<file path="src/rtl/pair_triple_threshold_seq.sv">
// Registered popcount-threshold detector with a saturating streak counter and alarm pulse.
// Optional sticky "any hit since clear" flag enabled by PAIR_TRIPLE_THRESHOLD_SEQ_STICKY_EN.
module pair_triple_threshold_seq #(
    parameter int unsigned NBITS    = 3,
    parameter int unsigned THRESH   = 2,
    parameter int unsigned SW       = 4,
    parameter int unsigned STREAK_N = 3,
    localparam int unsigned CW      = $clog2(NBITS + 1)
) (
    input  logic             clk,
    input  logic             reset,
    input  logic             in_val,
    input  logic [NBITS-1:0] in,
    input  logic             clear,
    output logic             out_val,
    output logic             out,
    output logic [CW-1:0]    count,
    output logic [SW-1:0]    streak,
    output logic             alarm,
    output logic             sticky
);

    localparam logic [SW-1:0] StreakMax    = {SW{1'b1}};
    localparam logic [SW-1:0] StreakTarget = SW'(STREAK_N);

    logic [CW-1:0] pop_c;
    logic          hit_c;

    logic          out_val_q, out_val_d;
    logic          out_q, out_d;
    logic [CW-1:0] count_q, count_d;
    logic [SW-1:0] streak_q, streak_d;
    logic          alarm_q, alarm_d;

    always_comb begin
        pop_c = '0;
        for (int i = 0; i < int'(NBITS); i++) begin
            pop_c = pop_c + CW'(in[i]);
        end
    end

    // Widened to 32 bits so THRESH > NBITS simply never matches.
    assign hit_c = 32'(pop_c) >= THRESH;

    always_comb begin
        out_val_d = in_val;
        out_d     = out_q;
        count_d   = count_q;
        streak_d  = streak_q;

        if (in_val) begin
            out_d   = hit_c;
            count_d = pop_c;
        end

        if (clear) begin
            streak_d = '0;
        end else if (in_val) begin
            if (!hit_c) begin
                streak_d = '0;
            end else if (streak_q != StreakMax) begin
                streak_d = streak_q + 1'b1;
            end
        end

        // Only fires on the transition into the target, never while held there.
        alarm_d = (streak_d == StreakTarget) && (streak_q != StreakTarget);
    end

    always_ff @(posedge clk or negedge reset) begin
        if (!reset) begin
            out_val_q <= 1'b0;
            out_q     <= 1'b0;
            count_q   <= '0;
            streak_q  <= '0;
            alarm_q   <= 1'b0;
        end else begin
            out_val_q <= out_val_d;
            out_q     <= out_d;
            count_q   <= count_d;
            streak_q  <= streak_d;
            alarm_q   <= alarm_d;
        end
    end

`ifdef PAIR_TRIPLE_THRESHOLD_SEQ_STICKY_EN
    logic sticky_q, sticky_d;

    always_comb begin
        sticky_d = clear ? 1'b0 : (sticky_q | (in_val & hit_c));
    end

    always_ff @(posedge clk or negedge reset) begin
        if (!reset) begin
            sticky_q <= 1'b0;
        end else begin
            sticky_q <= sticky_d;
        end
    end

    assign sticky = sticky_q;
`else
    assign sticky = 1'b0;
`endif

    assign out_val = out_val_q;
    assign out     = out_q;
    assign count   = count_q;
    assign streak  = streak_q;
    assign alarm   = alarm_q;

endmodule

</file>
<file path="config.mk">
export PLATFORM = sky130hd
export DESIGN_NAME = pair_triple_threshold_seq
export DESIGN_NICKNAME = d
export VERILOG_FILES = /design/src/rtl/pair_triple_threshold_seq.sv
export SDC_FILE = /design/constraint.sdc
export NUM_CORES = 1
export LEC_CHECK = 0
export CORE_AREA = 2 2 39 41
export CTS_BUF_LIST = sky130_fd_sc_hd__clkbuf_8
export DETAILED_ROUTE_END_ITERATION = 8
export DIE_AREA = 0 0 41 43
export SLEW_MARGIN = 20
export SYNTH_ARGS = -nofsm -noshare
export SYNTH_HDL_FRONTEND = slang
export SYNTH_SLANG_ARGS = --single-unit
</file>
<file path="constraint.sdc">
create_clock -name clk -period 3.9 [get_ports clk]
set_input_delay 0.39 -clock clk [delete_from_list [all_inputs] [get_ports clk]]
set_output_delay 0.39 -clock clk [all_outputs]
set_load 0.05 [all_outputs]
</file>
### After elaboration in Yosys (flattened, before gate mapping)

Index checks and enable logic that the tools add are counted.

* bits in registers: 9
* input bits: 7
* logic and storage cells: 17

* $add $sub $neg: 3
* magnitude comparators: 1
* equality and inequality tests: 3
* mux-type cells: 4
* reductions and logical operators: 1

Operators with widths (number)
* $mux W4: 4
* $add A4 B1 Y4 const B: 1
* $eq A4 B2 Y1 const B: 1
* $ne A4 B2 Y1 const B: 1
* $ne A4 B4 Y1 const B: 1
* $add A1 B1 Y2: 1
* $add A2 B1 Y2: 1
* $ge A2 B2 Y1 const B: 1
* $logic_and A1 B1 Y1: 1

### Longest topological paths before layout

* depth after elaboration: 8
* depth in mapped cells: 5

### Least setup slack after synthesis

Ideal clock, no wire load.

* kind: register to register
* start point: reg streak_q[0] (netlist: streak[0])
* end point: reg alarm_q (netlist: alarm)
* arrival: 1.652 ns
* slack: 2.137 ns
* stages on the path, launching flop included: 6
* clock period less this slack: 1.763 ns
* path through: dfrtp_1 -> ha_1 -> nand3_1 -> o21ai_1 -> nand2_1 -> a2111oi_2

* cells in the longest elaborated chain, start to end: 7
* elaborated cells between the ends (all ways): 9

RTL lines
* from (decl): RTL line 32 `logic [SW-1:0] streak_q, streak_d;`
* from (signal assigned): RTL line 81 `streak_q <= streak_d;`
* $add A4 B1 Y4 or $ne A4 B4 Y1 (tied branches): RTL line 62, 61
* $mux W4: RTL line 61 `end else if (streak_q != StreakMax) begin`
* $mux W4: RTL line 59 `if (!hit_c) begin`
* $mux W4: RTL line 58 `end else if (in_val) begin`
* $mux W4: RTL line 56 `if (clear) begin`
* $eq A4 B2 Y1: RTL line 67 `alarm_d = (streak_d == StreakTarget) && (streak_q != StreakTarget);`
* $logic_and A1 B1 Y1 *: RTL line 67
* via alarm_d: RTL line 33 `logic alarm_q, alarm_d;`
* to (signal assigned): RTL line 82 `alarm_q <= alarm_d;`
* to (decl): RTL line 33

The timed path passes the listed nets; every way through them passes the cells marked *.
A chain may end at the register's enable or synchronous reset.

### Worst setup path in the final report

* start point: reg streak_q[2] (netlist: streak[2])
* end point: out streak[2]

RTL lines
* to (decl): RTL line 18 `output logic [SW-1:0] streak,`

No word-level cell between the ends.

==> run_summary.xml <==
<?xml version="1.0" encoding="UTF-8"?>
<metrics>
  <group name="cells_and_area">
    <metric name="nFillCells" unit="">139</metric>
    <metric name="ratio_of_cells_with_drive_above_1_in_the_final_layout" unit="%">20.0</metric>
    <metric name="insertedDiodeCount" unit="">0</metric>
    <metric name="finalNonFillerCells" unit="">71</metric>
    <metric name="area_growth" unit="%">40.1</metric>
    <metric name="num-nets-final" unit="">66</metric>
    <metric name="cell_area_after_layout" unit="µm²">647</metric>
  </group>
  <group name="clock_network">
    <metric name="ctsHtreeMaxLevel" unit="">1</metric>
    <metric name="hold_bufs_at_cts" unit="">0</metric>
    <metric name="cts.reportedPaths.clkPinSlew" unit="ns">0.04</metric>
    <metric name="clock-root-buffer" unit="">clkbuf_8</metric>
    <metric name="cts.sink_count" unit="">8</metric>
    <metric name="cts-buffers-inserted" unit="">3</metric>
    <metric name="clock_tree_buf_depth" unit="">2</metric>
    <metric name="tritoncts" unit="">built</metric>
    <metric name="cts_resized" unit="">0</metric>
    <metric name="post-cts-setup-buffer-count" unit="">0</metric>
    <metric name="insertion_delay" unit="ns">0.23</metric>
  </group>
  <group name="placed_design">
    <metric name="numPortBuffers" unit="">15</metric>
    <metric name="post_dp_cell_area" unit="µm²">606</metric>
    <metric name="place_congestion" unit="">0.907</metric>
    <metric name="place.detailed.instances" unit="">68</metric>
    <metric name="dpl.hpwl" unit="µm">650</metric>
  </group>
  <group name="route">
    <metric name="route.met2.wl" unit="µm">417</metric>
    <metric name="drt-wirelength-per-cell" unit="µm">12.6</metric>
    <metric name="drt-initial-drc-count" unit="">3</metric>
    <metric name="drt_pass1_iterations" unit="">4</metric>
    <metric name="detail_route.drc_violations" unit="">0</metric>
    <metric name="routedLengthMet1" unit="µm">374</metric>
    <metric name="route.top_layer_used" unit="">met4</metric>
    <metric name="via_count" unit="">366</metric>
    <metric name="route.met3.wl" unit="µm">88</metric>
    <metric name="routed_via_density" unit="">5.15</metric>
    <metric name="wl" unit="µm">893</metric>
    <metric name="postRouteAntennaNets" unit="">0</metric>
  </group>
  <group name="setup_path">
    <metric name="cp_num_buf_inv" unit="">1</metric>
    <metric name="path_cells" unit="">clkdlybuf4s50_1</metric>
    <metric name="timing.critical_path.required" unit="ns">3.51</metric>
    <metric name="cp-end-kind" unit="">output port</metric>
    <metric name="path_delay_family" unit="">buffers and inverters</metric>
    <metric name="max_stage_delay" unit="ns">0.84</metric>
    <metric name="reg2reg_setup_slack" unit="ns">2.35</metric>
    <metric name="r2r-start" unit="">streak[0]$_DFF_PN0_</metric>
    <metric name="critical_path_class" unit="">flop to output port</metric>
    <metric name="timing.critical_path.fanout_max" unit="">7</metric>
    <metric name="critPathArrivalTime" unit="ns">1.52</metric>
    <metric name="reg2regPathDepth" unit="">5</metric>
    <metric name="worst_path_max_delay_cell" unit="">clkdlybuf4s50_1</metric>
    <metric name="crit_path_start_kind" unit="">flop</metric>
    <metric name="r2r-end" unit="">alarm$_DFF_PN0_</metric>
  </group>
  <group name="floorplanning">
    <metric name="die_h" unit="µm">43</metric>
    <metric name="die_area" unit="µm²">1760</metric>
    <metric name="boundaryPins" unit="">17</metric>
    <metric name="placeable_area" unit="µm²">1380</metric>
    <metric name="floorplan.initialDensity" unit="%">33.4</metric>
    <metric name="floorplan.die.width" unit="µm">41</metric>
    <metric name="num_rows" unit="">14</metric>
  </group>
  <group name="global_route">
    <metric name="grt_antenna_before_repair" unit="">0</metric>
    <metric name="globalRouteTotalUtil" unit="%">12.6</metric>
    <metric name="grt_pass1_vias" unit="">330</metric>
    <metric name="globalRoute.totalOverflow" unit="">0</metric>
    <metric name="global_route_wire_length_before_repair" unit="µm">1380</metric>
    <metric name="pin_count_of_the_biggest_net_entering_global_routing" unit="">13</metric>
  </group>
  <group name="timing">
    <metric name="final_hold_vios" unit="">0</metric>
    <metric name="timing.max_slew.rel_slack" unit="%">66.7</metric>
    <metric name="rsz0062_at_grt" unit="">no</metric>
    <metric name="worst_margin_pin_slew" unit="ns">0.497</metric>
    <metric name="final_max_slew_viol_count" unit="">0</metric>
    <metric name="finalSetupViolations" unit="">0</metric>
    <metric name="final.setup.tns" unit="ns">0</metric>
    <metric name="finalWorstPathRequiredPeriod" unit="ns">1.91</metric>
    <metric name="timing.fmax" unit="GHz">0.524</metric>
    <metric name="period_utilization" unit="%">49.0</metric>
    <metric name="holdWs" unit="ns">0.441</metric>
    <metric name="clock-skew-final" unit="ns">0.00495</metric>
  </group>
  <group name="synthesis">
    <metric name="synth.top_cells.by_count" unit="">dfrtp_1, a21oi_1</metric>
    <metric name="synth.top_cells.by_area" unit="">dfrtp_1, a211oi_2, mux2_2, a21oi_1, fa_1</metric>
    <metric name="synth-main-ff-cell" unit="">dfrtp_1</metric>
    <metric name="synth_nets" unit="">49</metric>
    <metric name="syn-cell-area" unit="µm²">462</metric>
    <metric name="syn_avg_cell_area" unit="µm²">11.5</metric>
    <metric name="post-synth-top-count-cell" unit="">dfrtp_1</metric>
    <metric name="synth_top_cell_by_area" unit="">dfrtp_1</metric>
    <metric name="synthCells" unit="">40</metric>
    <metric name="ys_seq_elements" unit="">8</metric>
    <metric name="count_of_synthesis_stage_warnings_from_yosys" unit="">0</metric>
    <metric name="synth-edff-count" unit="">0</metric>
    <metric name="asyncSetResetFlopFracSynth" unit="%">100</metric>
    <metric name="synth_sequential_area_ratio" unit="%">43.4</metric>
    <metric name="netlist-cell-type-count" unit="">25</metric>
    <metric name="synth_top_cell_area_share" unit="%">43.4</metric>
  </group>
  <group name="power">
    <metric name="power_density" unit="nW/µm²">394</metric>
    <metric name="leakage" unit="µW">0.000266</metric>
    <metric name="ir_worst_vdd" unit="V">0.000151</metric>
    <metric name="power" unit="µW">255</metric>
  </group>
  <group name="status">
    <metric name="status" unit="">completed</metric>
  </group>
  <group name="flow_run">
    <metric name="drv.max_cap_violation_count" unit="">0</metric>
  </group>
  <group name="worst_hold_path">
    <metric name="holdCritPathClass" unit="">primary input to async pin</metric>
  </group>
</metrics>
## logic make-up (layout without fill, tap and decap cells)
group | Yosys count | in the layout | synth area share (%)
adder cells (fa/ha/maj) | 2 | 2 | 7.05
AO/OA/AOI/OAI | 11 | 11 | 18.7
flip-flops | 8 | 8 | 43.4
AND/OR/NAND/NOR | 12 | 12 | 18.7
other | 1 | 1 | 0.812
multiplexers | 2 | 2 | 4.88
buffers and inverters | 4 | 19 | 6.50
## cells in the final DEF, fill, tap and decap left out
| cell | count |
|---|---|
| nor2_1 | 1 |
| a21oi_1 | 4 |
| conb_1 | 1 |
| nand2b_1 | 1 |
| and3_1 | 1 |
| o21ai_1 | 1 |
| o21ai_0 | 1 |
| nand3_1 | 1 |
| fa_1 | 1 |
| a2111oi_2 | 1 |
| ha_1 | 1 |
| nand4_1 | 1 |
| dfrtp_1 | 8 |
| nor3_1 | 2 |
| and2b_2 | 1 |
| clkbuf_8 | 3 |
| and4bb_2 | 1 |
| a211oi_2 | 2 |
| mux2_2 | 2 |
| clkdlybuf4s50_1 | 15 |
| nand2_1 | 2 |
| nand3b_4 | 1 |
| a211oi_1 | 1 |
| inv_1 | 1 |
| a31o_1 | 1 |
## how the worst max path moves through the flow
stage	start	to	slack, ns	cells past startpoint
after detailed placement	in[0]	alarm$_DFF_PN0_	1.78	6
after global placement	in[0]	alarm$_DFF_PN0_	1.77	6
after CTS	streak[2]$_DFF_PN0_	streak[2]	1.99	1
after global routing	streak[3]$_DFF_PN0_	streak[3]	1.95	1
after floorplan	streak[0]$_DFF_PN0_	alarm$_DFF_PN0_	2.14	5
final	streak[2]$_DFF_PN0_	streak[2]	1.99	1
## cell type report
| type | count | area, µm² | share of cell area, % |
|---|---|---|---|
| multi-input cells | 28 | 231 | 35.8 |
| flip-flops and latches | 8 | 200 | 30.9 |
| repair buffers | 15 | 150 | 23.2 |
| clock buffers | 3 | 41.3 | 6.38 |
| well taps | 16 | 20.0 | 3.09 |
| inverters | 1 | 3.75 | 0.580 |
## state kept, by name (all words and copies together), names as in the netlist
register	flops
alarm	1
count	1
out	1
out_val	1
streak	4
## layer usage
| layer | vias up | GRT usage [%] |
|---|---|---|
| met4 | 0 | 8.00 |
| met1 | 173 | 14.7 |
| met2 | 15 | 16.6 |
| met3 | 2 | 7.85 |
| li1 | 176 | - |
| met5 | - | 0 |
## where the power goes
part           switching (µW)  internal [µW]
Combinational            38.9           24.9
Clock                    32.7           66.9
Sequential               3.23           88.3
Total                    74.8            180
## metrics by stage
stage | utilization, % | setup slack [ns]
global route | 46.7 | 1.95
global placement | 43.8 | 1.77
detailed placement | 43.8 | 1.78
CTS | 46.7 | 1.99
finish | 46.7 | 1.99
floorplan | - | 2.14
Note: power is estimated with default switching activity, not from simulation.
==> patch 1: new RTL, same flow settings <==
`SW`: 4 -> 5.
--- a/src/rtl/pair_triple_threshold_seq.sv
+++ b/src/rtl/pair_triple_threshold_seq.sv
@@ -3,7 +3,7 @@
 module pair_triple_threshold_seq #(
     parameter int unsigned NBITS    = 3,
     parameter int unsigned THRESH   = 2,
-    parameter int unsigned SW       = 4,
+    parameter int unsigned SW       = 5,
     parameter int unsigned STREAK_N = 3,
     localparam int unsigned CW      = $clog2(NBITS + 1)
 ) (
Ports: changed (resized streak); port bits go from 17 to 18. The function was not compared with the original's and may differ.
==> patch 1 against the unedited design <==
  * Hold slack improved by 0.013 ns
  * Global-route usage grew 1.5 points
  * Total power rose by 3.3%
  * Wire length up 11%
  * Setup slack got worse by 0.037 ns
  * Sequential cell count grew 1
  * Cell area is 6.6% higher
  * Synthesized area rose by 4.9%
  * Combinational power decreased by 8.9%
  * Highest routed layer is now met3
==> patch 1: results (changes against the unedited design) <==
stage;metric;value;unit;change
pwr;p_sw;75.5;uW;+0.93%
grt;grt_use_total;0.140;;+0.0145
synth;syn_inst;48;;+20%
detailed_routing;routed_via_density;5.14;;-0.37%
finish;drive_above_1_share;0.138;;-0.0615
synth;yosysSeqAreaShare;0.465;;+0.0315
detailed_routing;routed-wl-met3;61;um;-31%
detailed_routing;dr.max_layer_used;met3;;
pwr;power.share.switching;0.287;;-0.00683
synth;synth.top_cells.by_count;dfrtp_1, a21oi_1, nand2_1, nor2_1;;
pwr;p_clk_frac;0.393;;+0.002
synth;synth.area.top_cells;dfrtp_1, a21oi_1, fa_1;;
clock_network;cts_setup_buffers;0;;unchanged
pwr;p_leak;0.000302;uW;+13%
pwr;seq_power_share;0.386;;+0.027
setup_path;r2r_slack;2.29;ns;-0.06 ns
finish;largest_reg_flops;5;;+1
grt;use_met3;0.0942;;+0.0157
clock_network;cts_resized;0;;unchanged
detailed_routing;drt_iter0_drc;15;;+12
sta;whs;0.454;ns;+0.0130 ns
clock_network;clk_pin_slew_worst_paths;0.05;ns;
grt;grt_pass1_wl;1.59;mm;+15%
placement;placed_cell_area;644;um^2;+6.4%
placement;dp_worst_setup_slack;1.89;ns;+0.114 ns
synth;yosys.area_share.adder;0.0672;;-0.00328
finish;finalNonFillerCells;81;;+14%
detailed_routing;wl_met2;507;um;+22%
placement;hpwl;740;um;+14%
grt;grt_pass1_vias;362;;+9.7%
grt;use_met1;0.174;;+0.0271
detailed_routing;firstDrtPassIters;4;;unchanged
detailed_routing;wirelength_met1;422;um;+13%
grt;use_met2;0.184;;+0.0188
grt;grt_max_degree;14;;+1
sta;relSlewSlack;0.662;;-0.00525
finish;layout.nets;75;;+14%
synth;synth-compound-area-share;0.194;;+0.00681
synth;synthMuxAreaShare;0.0233;;-0.0255
detailed_routing;wl;991;um;+11%
placement;place_congestion;0.836;;-7.9%
setup_path;worstPathArrival;1.56;ns;+0.04 ns
placement;dp.cells;77;;+13%
finish;num-fill-cells;133;;-4.3%
placement;port-buffer-count;16;;+1
outcome;outcome;finished clean;;
setup_path;r2r_start;streak[0];;
setup_path;r2r_cells;5;;unchanged
sta;finalClockSkew;0.00611;ns;+0.00116 ns
synth;synth_fp_nets;57;;+16%
pwr;ir_drop;0.000322;V;+110%
synth;synth_cell_type_count;22;;-12%
-- patch 1: changes by cell type in the layout (fill, tap and decap cells not counted), moves of 2 or more --
cell / delta
a21oi_1: +4
nor2_1: +3
a211oi_2: -2
inv_1: +2
nand2_1: +2
nor3_1: -2
-- patch 1: worst max-delay path by stage --
| stage | slack [ns] | startpoint | endpoint |
|---|---|---|---|
| 2_1_floorplan | 2.10 | streak[0] | alarm |
| 3_3_place_gp | 1.90 | in[0] | alarm |
| 3_5_place_dp | 1.89 | in[0] | alarm |
| 4_1_cts | 1.95 | streak[3] | streak[3] |
| 5_1_grt | 1.91 | streak[3] | streak[3] |
| 6_report | 1.95 | streak[3] | streak[3] |
-- patch 1: layout make-up --
class | instances | area [um^2] | share of cell area
repair buffers | 16 | 160 | 0.232
clock buffers | 3 | 41.3 | 0.0599
well taps | 16 | 20.0 | 0.0290
flip-flops and latches | 9 | 225 | 0.327
multi-input cells | 34 | 231 | 0.336
clock inverters | 1 | 3.75 | 0.00544
inverters | 2 | 7.51 | 0.0109
==> patch 2: new RTL, same settings <==
Made on the original files. Remove the register `alarm_q`: a continuous assignment takes its place, so the output `alarm` follows one clock earlier.
--- a/src/rtl/pair_triple_threshold_seq.sv
+++ b/src/rtl/pair_triple_threshold_seq.sv
@@ -73,15 +73,15 @@
             out_q     <= 1'b0;
             count_q   <= '0;
             streak_q  <= '0;
-            alarm_q   <= 1'b0;
         end else begin
             out_val_q <= out_val_d;
             out_q     <= out_d;
             count_q   <= count_d;
             streak_q  <= streak_d;
-            alarm_q   <= alarm_d;
         end
     end
+
+    assign alarm_q = alarm_d;
 
 `ifdef PAIR_TRIPLE_THRESHOLD_SEQ_STICKY_EN
     logic sticky_q, sticky_d;
Check against the original RTL: not equivalent (a bounded check fails within 4 cycles, from zero or initial values and one cycle with reset low).
==> patch 2 against the unedited design <==
  * Cell area fell by 3.3%
  * Clock power is 3.5% lower
  * Total power down 5.4%
  * Wire length increased by 0.78%
  * Setup slack worse by 1.3 ns
  * Sequential cell count fell by 1
  * Via count grew 0.82%
  * Final cell count is the same
  * Synthesized area fell by 5.4%
==> patch 2: results (changes against the unedited design) <==
stage;metric;value;unit;change
sta;finalClockSkew;0.00229;ns;-0.00266 ns
setup_path;path_max_fanout;5;;-2
pwr;p_leak;0.000258;uW;-3.2%
pwr;clk-power;96.1;uW;-3.5%
setup_path;r2r_cells;4;;-1
placement;dp_worst_setup_slack;0.683;ns;-1.09 ns
placement;dp.cells;67;;-1.5%
setup_path;critPathLaunch;in[0];;
synth;synth_cell_type_count;25;;unchanged
grt;grt_use_total;0.123;;-0.00241
grt;grt_pass1_vias;317;;-3.9%
placement;hpwl;685;um;+5.4%
setup_path;rr_endpoint;streak[3];;
synth;synth-compound-area-share;0.198;;+0.0107
outcome;outcome;finished clean;;
synth;synthMuxAreaShare;0.0516;;+0.00280
detailed_routing;drt_iter0_drc;9;;+6
finish;layout.nets;65;;-1.5%
setup_path;worstPathArrival;2.83;ns;+1.31 ns
pwr;ir_drop;0.000190;V;+26%
sta;period_minus_slack;3.22;ns;+1.31 ns
sta;relSlewSlack;0.668;;+0.00109
synth;synth_fp_nets;48;;-2.0%
placement;place_congestion;0.834;;-8.0%
setup_path;r2r_slack;2.44;ns;+0.09 ns
synth;yosys.area_share.adder;0.0745;;+0.00404
setup_path;crit_path_end;alarm;;
synth;synth.top_cells.by_count;dfrtp_1, a21oi_1;;
pwr;seq-power;81.3;uW;-11%
detailed_routing;firstDrtPassIters;2;;-2
synth;ys_warn_count;0;;unchanged
finish;n_antenna_cell;0;;unchanged
sta;whs;0.437;ns;-0.00476 ns
finish;num-fill-cells;142;;+2.2%
finish;largest_reg_flops;4;;unchanged
synth;synth.area.top_cells;dfrtp_1, a211oi_2, mux2_2;;
detailed_routing;routed_via_density;5.20;;+0.82%
synth;yosysSeqAreaShare;0.401;;-0.0325
placement;placed_cell_area;581;um^2;-4.1%
grt;antenna_found_initial;0;;unchanged
grt;grt_pass1_wl;1.39;mm;+0.94%
synth;dominantRegCellSynth;dfrtp_1;;
synth;syn_avg_cell_area;11.2;um^2;-3.0%
detailed_routing;wl;900;um;+0.78%
pwr;power.share.switching;0.293;;-0.000462
patch 2: per-layer routing:
layer  up-vias  wire length (um)  GRT usage  part of all wire
met5         -                 0          0                 0
met4         0                 0     0.0400                 0
met3         0                71     0.0785             0.079
met2        13               454      0.172              0.50
met1       183               374      0.152              0.42
li1        173                 -          -                 -
patch 2: worst register-to-register path, cell delays in order (launching register included):
cell      delay [ns]
dfrtp_1         0.46
ha_1            0.28
nand2_1         0.11
a31o_1          0.23
a211oi_2        0.27
patch 2: final cells by class:
| cell class | count | area (um^2) | area share |
|---|---|---|---|
| inverter | 1 | 3.75 | 0.00600 |
| clock buffer | 3 | 41.3 | 0.0660 |
| clock inverter | 1 | 3.75 | 0.00600 |
| tap | 16 | 20.0 | 0.0320 |
| timing repair buffer | 15 | 150 | 0.240 |
| multi-input combinational | 28 | 231 | 0.370 |
| sequential | 7 | 175 | 0.280 |
